`src/rtl/interrupt_controller.sv`:
```
// Memory-mapped interrupt controller: latches device requests, masks and prioritises them,
// and presents one id to the CPU through an acknowledge / end-of-interrupt handshake.
module interrupt_controller #(
  parameter int              BITS     = 32,
  parameter int              NSRC     = 3,
  parameter logic [BITS-1:0] BASE     = 32'hF0000200,
  parameter logic [BITS-1:0] IDN_NONE = '1
) (
  input  logic            clk,
  input  logic            reset,
  input  logic            we,
  input  logic            re,
  input  logic [BITS-1:0] memAddr,
  input  logic [BITS-1:0] dataBusIn,
  output logic [BITS-1:0] dataBusOut,
  input  logic [NSRC-1:0] irq,
  output logic            inta,
  output logic [BITS-1:0] idn
);

  localparam int CW = (NSRC > 1) ? $clog2(NSRC) : 1;
  localparam logic [BITS-1:0] A_PEND = BASE;
  localparam logic [BITS-1:0] A_MASK = BASE + BITS'(4);
  localparam logic [BITS-1:0] A_EOI  = BASE + BITS'(8);
  localparam logic [BITS-1:0] A_CUR  = BASE + BITS'(12);

  typedef enum logic [1:0] {
    S_IDLE,
    S_ASSERT,
    S_INSERVICE
  } state_e;

  state_e          state_q, state_d;
  logic [CW-1:0]   cur_q, cur_d;
  logic [NSRC-1:0] pend_q, pend_d;
  logic [NSRC-1:0] mask_q, mask_d;

  logic            sel_pend, sel_mask, sel_eoi, sel_cur;
  logic            ack, eoi_fire, live;
  logic [NSRC-1:0] w1c, eoi_clr, candidate, cur_oh;
  logic [CW-1:0]   winner;
  logic [BITS-1:0] idn_cur;
  logic            unused_din;

  assign sel_pend = (memAddr == A_PEND);
  assign sel_mask = (memAddr == A_MASK);
  assign sel_eoi  = (memAddr == A_EOI);
  assign sel_cur  = (memAddr == A_CUR);

  assign ack       = re && sel_cur && (state_q == S_ASSERT);
  assign eoi_fire  = we && sel_eoi && (state_q == S_INSERVICE);
  assign cur_oh    = NSRC'(1) << cur_q;
  assign w1c       = (we && sel_pend) ? dataBusIn[NSRC-1:0] : '0;
  assign eoi_clr   = eoi_fire ? cur_oh : '0;
  assign mask_d    = (we && sel_mask) ? dataBusIn[NSRC-1:0] : mask_q;
  assign candidate = pend_q & mask_q;
  assign idn_cur   = BITS'(cur_q) + BITS'(1);
  assign unused_din = ^dataBusIn[BITS-1:NSRC];

  // A level request always wins over a clear arriving in the same cycle.
  genvar gi;
  generate
    for (gi = 0; gi < NSRC; gi++) begin : g_pend
      assign pend_d[gi] = irq[gi] | (pend_q[gi] & ~w1c[gi] & ~eoi_clr[gi]);
    end
  endgenerate

  // Uses next-cycle pend/mask so a withdrawal drops inta one cycle after the write, like an ack.
  assign live = |(pend_d & mask_d & cur_oh);

  always_comb begin
    winner = '0;
    for (int i = NSRC - 1; i >= 0; i--) begin
      if (candidate[i]) winner = CW'(i);
    end
  end

  always_ff @(posedge clk) begin
    if (reset) begin
      state_q <= S_IDLE;
      cur_q   <= '0;
      pend_q  <= '0;
      mask_q  <= '0;
    end else begin
      state_q <= state_d;
      cur_q   <= cur_d;
      pend_q  <= pend_d;
      mask_q  <= mask_d;
    end
  end

  always_comb begin
    state_d = state_q;
    cur_d   = cur_q;
    case (state_q)
      S_IDLE: begin
        if (|candidate) begin
          state_d = S_ASSERT;
          cur_d   = winner;
        end
      end
      S_ASSERT: begin
        if (ack)        state_d = S_INSERVICE;
        else if (!live) state_d = S_IDLE;
      end
      S_INSERVICE: begin
        if (eoi_fire) state_d = S_IDLE;
      end
      default: state_d = S_IDLE;
    endcase
  end

  always_comb begin
    inta = (state_q == S_ASSERT);
    idn  = (state_q == S_IDLE) ? IDN_NONE : idn_cur;
  end

  // Shared OR bus: drive zero unless this block is being read.
  always_comb begin
    dataBusOut = '0;
    if (re) begin
      if (sel_pend)      dataBusOut = BITS'(pend_q);
      else if (sel_mask) dataBusOut = BITS'(mask_q);
      else if (sel_cur)  dataBusOut = idn;
    end
  end

endmodule

```
`config.mk`:
```
export PLATFORM = sky130hd
export DESIGN_NAME = interrupt_controller
export DESIGN_NICKNAME = d
export VERILOG_FILES = /design/src/rtl/interrupt_controller.sv
export SDC_FILE = /design/constraint.sdc
export NUM_CORES = 1
export LEC_CHECK = 0
export ABC_AREA = 1
export CAP_MARGIN = 30
export CORE_ASPECT_RATIO = 0.9
export CORE_UTILIZATION = 29
export CTS_CLUSTER_DIAMETER = 80
export DETAILED_ROUTE_END_ITERATION = 10
export GPL_TIMING_DRIVEN = 0
export PLACE_DENSITY = 0.91
export SYNTH_ARGS = -nofsm -noshare
export SYNTH_HDL_FRONTEND = slang
export SYNTH_SLANG_ARGS = --single-unit
```
`constraint.sdc`:
```
create_clock -name clk -period 5.4 [get_ports clk]
set_input_delay 1.62 -clock clk [delete_from_list [all_inputs] [get_ports clk]]
set_output_delay 1.62 -clock clk [all_outputs]
set_load 0.01 [all_outputs]
```
* Word-level counts from Yosys, hierarchy flattened
Cells that the tools add are included.
Widths: inputs -> output; s select.
** Operators by class
- Add/subtract/negate cells :: 1
- Reductions and logical operators :: 11
- Shift operators :: 1
- Bitwise gates (word level) :: 18
- Muxes and demuxes :: 16
- Equal/unequal tests :: 9
** Operators by type and width (count)
- $mux 32 :: 5
- $eq 32x32->1 const B :: 4
- $mux 2 :: 7
- $and 3x3->3 :: 3
- $mux 3 :: 3
- $and 1x1->1 :: 6
- $logic_and 1x1->1 :: 6
- $not 1->1 :: 6
- $pmux 2 s3 :: 1
- $reduce_or 3->1 :: 2
- $ne 2x2->1 const B :: 2
- $add 2x1->3 const B :: 1
- $ne 3x3->1 const B :: 1
- $or 1x1->1 :: 3
- $reduce_and 3->1 :: 1
- $shl 1x2->3 const A :: 1
- $eq 2x1->1 const B :: 1
- $eq 2x2->1 const B :: 1
- $logic_not 2->1 :: 1
- $reduce_and 2->1 :: 1
** Storage, ports and cells
- Register bits :: 10
- Word-level logic and storage cells :: 60
- Bits of input ports :: 71

* Longest topological paths before layout
Gate-level depths: netlist of run 1.
- Depth in word-level cells :: 13
- Gate-level depth with buffers :: 14
- Depth with buffers taken out :: 14

* Worst setup path after synthesis of run 1
Ideal clock, no wire load.
- Path type :: input -> output
- From :: in memAddr[23]
- To :: out dataBusOut[10]
- Path buffers :: 1
- Setup slack :: 0.149 ns
- Arrival time :: 3.631 ns
- Cell stages on the path :: 10
- Cell sequence :: nor2_1 -> nand2_1 -> nor2_2 -> nand2_2 -> nor2_4 -> nand3_1 -> inv_2 -> nand2_1 -> nor2_1 -> buf_4
** On the way
- Longest elaborated chain between the ends :: 5
** RTL lines
- start: declaration :: RTL line 13 : input logic [BITS-1:0] memAddr,
- $eq 32x32->1 :: RTL line 48 : assign sel_cur = (memAddr == A_CUR);
- $mux 32 :: RTL line 124 : else if (sel_cur) dataBusOut = idn;
- $mux 32 :: RTL line 123 : else if (sel_mask) dataBusOut = BITS'(mask_q);
- $mux 32 * :: RTL line 122 : if (sel_pend) dataBusOut = BITS'(pend_q);
- $mux 32 * :: RTL line 121 : if (re) begin
- end: declaration :: RTL line 15 : output logic [BITS-1:0] dataBusOut,
Mark *: on every way between the ends. The rest lies on a longest branch, timed or not.

* Final worst setup path of run 1
- From :: in memAddr[9]
- To :: out dataBusOut[2]
Same word-level chain as after synthesis.

==> results of run 1 <==
==> worst paths after layout <==
check | slack, ns | start | cells after the start | end
worst max register to register | 3.90 | state_q[1]$_SDFFE_PP0P_ | 5 | cur_q[0]$_SDFFE_PP0P_
worst max-delay path | 0.13 | memAddr[9] | 13 | dataBusOut[2]
worst min register to register | 0.53 | mask_q[2]$_SDFF_PP0_ | 2 | cur_q[1]$_SDFFE_PP0P_
worst min-delay path | 0.53 | mask_q[2]$_SDFF_PP0_ | 2 | cur_q[1]$_SDFFE_PP0P_
==> worst register-to-register path, stage by stage (launching register included) <==
cell and delay, ns:
dfxtp_1 0.33, nor2_2 0.48, inv_1 0.11, or2_2 0.34, nand2_1 0.06, a21oi_1 0.06
==> routing by layer <==
layer	share of wire (%)	wire (um)	up-vias
met1	41	1530	676
li1	-	-	822
met2	49	1830	80
met5	0	0	-
met4	1.0	39	0
met3	9.4	351	7
==> cells in the mapped netlist (2+ instances only) <==
library cell	count	area (um2)
a21oi_1	9	45.0
buf_4	57	428
dfxtp_1	10	200
ha_1	4	50.1
inv_1	26	97.6
nand2_1	34	128
nand2_2	2	12.5
nand3_1	13	65.1
nand3b_1	2	15.0
nand4_1	4	25.0
nor2_1	22	82.6
nor2_2	6	37.5
nor2_4	2	22.5
nor3_1	2	10.0
o211ai_1	3	22.5
o21ai_0	3	15.0
or2_2	3	18.8
==> power breakdown <==
group	switching, mW	internal, mW
clock	0.0300	0.0641
combinational	0.0124	0.0292
sequential	0.00190	0.0756
total	0.0443	0.169
==> logic make-up after synthesis <==
family	synth area share, %
buf+inv	40.6
compound gates	7.98
flops	15.2
simple gates	32.4
fa+ha+maj	3.80
==> layout make-up <==
cell class / instances / share of cell area, %
repair buffers: 110 / 43.1
multi-input cells: 113 / 23.2
plain buffers: 58 / 16.9
flip-flops and latches: 10 / 7.81
inverters: 27 / 3.95
well taps: 60 / 2.93
clock buffers: 4 / 2.15
==> through the flow <==
step / instance area, um2 / instances / hold slack (ns) / utilization (%) / total power [mW]
after floorplan: 1320 / 208 / 0.484 / - / 0.0878
after global routing: 2560 / 382 / 0.551 / 60.9 / 0.226
final: 2560 / 382 / 0.528 / 60.9 / 0.213
after global placement: 2440 / 373 / 0.507 / 58.0 / 0.119
after CTS: 2560 / 382 / 0.525 / 60.7 / 0.217
after detailed placement: 2480 / 375 / 0.515 / 58.8 / 0.120
==> sequential cells by signal, indices dropped and copies added, names as in the netlist <==
name	flops
mask_q	3
state_q	2
cur_q	2
pend_q	3
==> what timing repair did <==
action | 4_1_cts | 5_1_grt
pin swaps | 0 | 0
gates resized for setup | 31 | 4
setup buffers | 2 | 0
endpoints found under the setup margin | 29 | 4
cloned | 1 | 0
==> impl_metrics.toml, run 1 <==
[outcome]
status = "finished, final reports clean"

[worst_setup_path]
cp_common_cell = "inv_1"
path_delay_family = "buffers and inverters"
cp.arrival_ns = 3.65
cp-start-kind = "input pin"
path_class = "input pin to output pin"
required_ns = 3.78
crit_path_end_kind = "output pin"
worst-path-buf-inv = 6
max_stage_delay_ns = 0.53
cp_slowest_cell = "clkdlybuf4s50_1"
crit_chain = "clkdlybuf4s50_1, inv_1, nor2_1, nand2_1, nor2_2, inv_1, nor2_4, buf_4, nand3_1, o21ai_0, o211ai_1, inv_1, clkdlybuf4s50_1"
cp_max_fo = 5

[job]
maxCapViolations = 0

[placed_design]
dp_hpwl_um = 3060
io_buffers = 105
gp_congestion = 0.822
pre_cts_ws_ns = -0.113

[floorplan]
io_pins = 136
dieArea_um2 = 4810
start_util_pct = 31.3
chipWidth_um = 73.0
die_h_um = 65.9
coreArea_um2 = 4210
rows = 22

[finish]
layout-drive-gt1-share_pct = 27.0
syn2layout_area_growth_pct = 94.8
layout.area.seq_um2 = 200
nNetsFinal = 398
final_common_cell = "clkdlybuf4s50_1"
multiInputGateArea_um2 = 594
num_antenna_cells = 0
layout_common_cells = "clkdlybuf4s50_1, buf_4, nand2_1"
fillCellCount = 380

[detailed_routing]
drt_wl_total_um = 3750
first_pass_iters = 4
num_vias = 1585
drt_iter0_drc = 26
routedWlPerCell_um = 9.82
drc = 0
drtAntennaViolNets = 0
vias_per_cell = 4.15

[sta]
timing.setup.tns_ns = 0
max-slew-margin-rel_pct = 61.3
finClkSkew_ns = 0.00291
setup_ws_ns = 0.131
clock.fmax_ghz = 0.190
report.final.slew_viol_count = 0
worstMarginPinSlew_ns = 0.580
fin_crit_sh_pct = 97.6
setup_viol = 0
hold_viol_final = 0
fin_crit_ns = 5.27
rsz0062_at_grt = "yes"

[yosys]
avgSynthCellArea_um2 = 6.33
syn_nets = 283
seq_area_frac_synth_pct = 15.2
synth_seq_cells = 10
synthesis.area_um2 = 1320
synthArstFlopShare_pct = 0
postSynthCellCount = 208
ys.flop_type = "dfxtp_1"
yosysWarnings = 0
synth.distinct_cells = 23
synth_edf_count = 0

[clocking]
cts_max_path_buffers = 2
clk_pin_slew_ns = 0.05
clock-sinks = 10
cts_buffers = 3
cts_root_buf = "clkbuf_8"
cts_tree = "done"
cts_htree_levels = 1
holdBufCountCts = 0
clkLatencyLatePin_ns = 0.24

[global_route]
grt_pass1_wl_um = 6120
grt.met2_usage_pct = 28.9
grt.total_usage_pct = 16.0
grt_pass1_vias = 1402
busiest_layer = "met2"
antenna_found_initial = 0
grtUsageMet3_pct = 4.12
grt_max_degree = 23
overflow = 0
grtUsageMet1_pct = 18.6

[power]
pwr_density_cell_nw_per_um2 = 83.2
p_leak_nw = 1.35
ir_drop_mv = 0.106

[min_path]
hold_path.class = "register to register"
(Power assumes the default switching activity.)
==> run 2: changes to the inputs <==
--- a/config.mk
+++ b/config.mk
@@ -7,12 +7,14 @@
 export LEC_CHECK = 0
 export ABC_AREA = 1
 export CAP_MARGIN = 30
+export CELL_PAD_IN_SITES_DETAIL_PLACEMENT = 0
+export CELL_PAD_IN_SITES_GLOBAL_PLACEMENT = 1
 export CORE_ASPECT_RATIO = 0.9
-export CORE_UTILIZATION = 29
+export CORE_UTILIZATION = 18
 export CTS_CLUSTER_DIAMETER = 80
 export DETAILED_ROUTE_END_ITERATION = 10
 export GPL_TIMING_DRIVEN = 0
-export PLACE_DENSITY = 0.91
+export PLACE_DENSITY = 0.93
 export SYNTH_ARGS = -nofsm -noshare
 export SYNTH_HDL_FRONTEND = slang
 export SYNTH_SLANG_ARGS = --single-unit
==> impl_metrics.toml, run 2 (same netlist as run 1, synthesis figures left out) <==
[global_route]
grt_max_degree = 28
grt.total_usage_pct = 10.1
overflow = 0
antenna_found_initial = 0
grt_pass1_wl_um = 6400
grt_pass1_vias = 1470

[clocking]
cts_htree_levels = 1
clock-sinks = 10
clkLatencyLatePin_ns = 0.23
clk_pin_slew_ns = 0.04
cts_buffers = 3
holdBufCountCts = 0
cts_root_buf = "clkbuf_8"
cts_tree = "done"
cts_max_path_buffers = 2

[finish]
reg_top3 = "mask_q (3), pend_q (3)"
nNetsFinal = 401
layout-drive-gt1-share_pct = 28.7
num_antenna_cells = 0
layout_common_cells = "clkdlybuf4s50_1, buf_4, nand2_1"
final_common_cell = "clkdlybuf4s50_1"
syn2layout_area_growth_pct = 100

[sta]
setup_viol = 0
hold_viol_final = 0
whs_ns = 0.524
finClkSkew_ns = 0.000651
fin_crit_ns = 5.23
max-slew-margin-rel_pct = 64.5
report.final.slew_viol_count = 0
rsz0062_at_grt = "no"
clock.fmax_ghz = 0.191
worstMarginPinSlew_ns = 0.532
fin_crit_sh_pct = 96.9

[floorplan]
io_pins = 136
coreArea_um2 = 7080
rows = 29
chipWidth_um = 92.1
die_h_um = 83.1
dieArea_um2 = 7660
start_util_pct = 18.6

[placed_design]
gp_congestion = 0.814
dp_hpwl_um = 3230
io_buffers = 105

[worst_setup_path]
reg2regPathDepth = 5
cp_max_fo = 5
critPathLaunch = "memAddr[9]"
cp.arrival_ns = 3.61
required_ns = 3.78
crit_path_end_kind = "output pin"
cp-start-kind = "input pin"
r2r-start = "state_q[1]$_SDFFE_PP0P_"
path_class = "input pin to output pin"

[detailed_routing]
drtAntennaViolNets = 0
vias_per_cell = 3.74
drt_wl_total_um = 3760
first_pass_iters = 4
drc = 0
drt_iter0_drc = 37
routedWlPerCell_um = 9.01
num_vias = 1559

[outcome]
status = "finished, final reports clean"

[min_path]
holdPathStages = 2
hp-start = "cur_q[0]$_SDFFE_PP0P_"
hold_path.class = "register to register"

[power]
ir_drop_mv = 0.0697
pwr_density_cell_nw_per_um2 = 73.9
p_total_uw = 195
p_leak_nw = 1.33

[job]
maxCapViolations = 0
-- run 2: cell types whose count changed in the layout (fill, tap and decap cells not counted), sizes merged --
cell / delta
buf: +4
clkbuf: -1
clkdlybuf4s50: +1
dlymetal6s2s: -2
-- run 2: layout make-up --
cell class,instances,area [um2]
Sequential cell,10,200
Inverter,27,101
Fill cell,765,4440
Timing Repair Buffer,113,1130
Tap cell,93,116
Buffer,58,433
Clock buffer,3,41.3
Multi-Input combinational cell,113,614
-- run 2: routing by layer --
metal | GRT usage (%) | up-vias | share of wire [%]
met4 | 2.27 | 0 | 1.0
met1 | 11.8 | 646 | 41
met3 | 3.57 | 4 | 12
li1 | - | 824 | -
met5 | 0 | - | 0
met2 | 17.8 | 85 | 46
-- run 2: metrics by stage --
| stage | setup WS, ns | util [%] | instance area (um2) | setup TNS, ns | cells |
|---|---|---|---|---|---|
| 2_1_floorplan | 0.149 | - | 1320 | 0 | 208 |
| 3_3_place_gp | -1.19 | 35.1 | 2480 | -34.14 | 406 |
| 3_5_place_dp | -0.193 | 35.8 | 2530 | -5.14 | 408 |
| 4_1_cts | 0.117 | 37.0 | 2620 | 0 | 417 |
| 5_1_grt | 0.00194 | 37.3 | 2640 | 0 | 417 |
| 6_report | 0.168 | 37.3 | 2640 | 0 | 417 |
-- run 2: power by group --
group	total (mW)	internal, mW	switching, mW
Sequential	0.0775	0.0757	0.00177
Combinational	0.0418	0.0293	0.0126
Clock	0.0756	0.0486	0.0270
-- run 2: worst max-delay path, stage by stage --
cell             delay [ns]
clkdlybuf4s50_1        0.45
inv_1                  0.03
nor2_1                 0.08
nand2_1                0.07
nor2_2                 0.12
inv_1                  0.07
nor2_4                 0.08
buf_4                  0.14
nand3_2                0.10
o21ai_2                0.15
o211ai_1               0.09
inv_1                  0.06
clkdlybuf4s50_1        0.54
-- run 2: worst paths after layout --
check / end / slack, ns
max reg2reg: cur_q[0]$_SDFFE_PP0P_ / 3.95
max: dataBusOut[0] / 0.17
min: cur_q[0]$_SDFFE_PP0P_ / 0.52
min reg2reg: cur_q[0]$_SDFFE_PP0P_ / 0.52
-- run 2: what timing repair did --
item / in CTS / in global routing
resized for setup: 32 / 8
setup endpoints to repair: 28 / 3
cloned: 1 / 0
pin swaps: 3 / 1
buffers inserted: 5 / 0
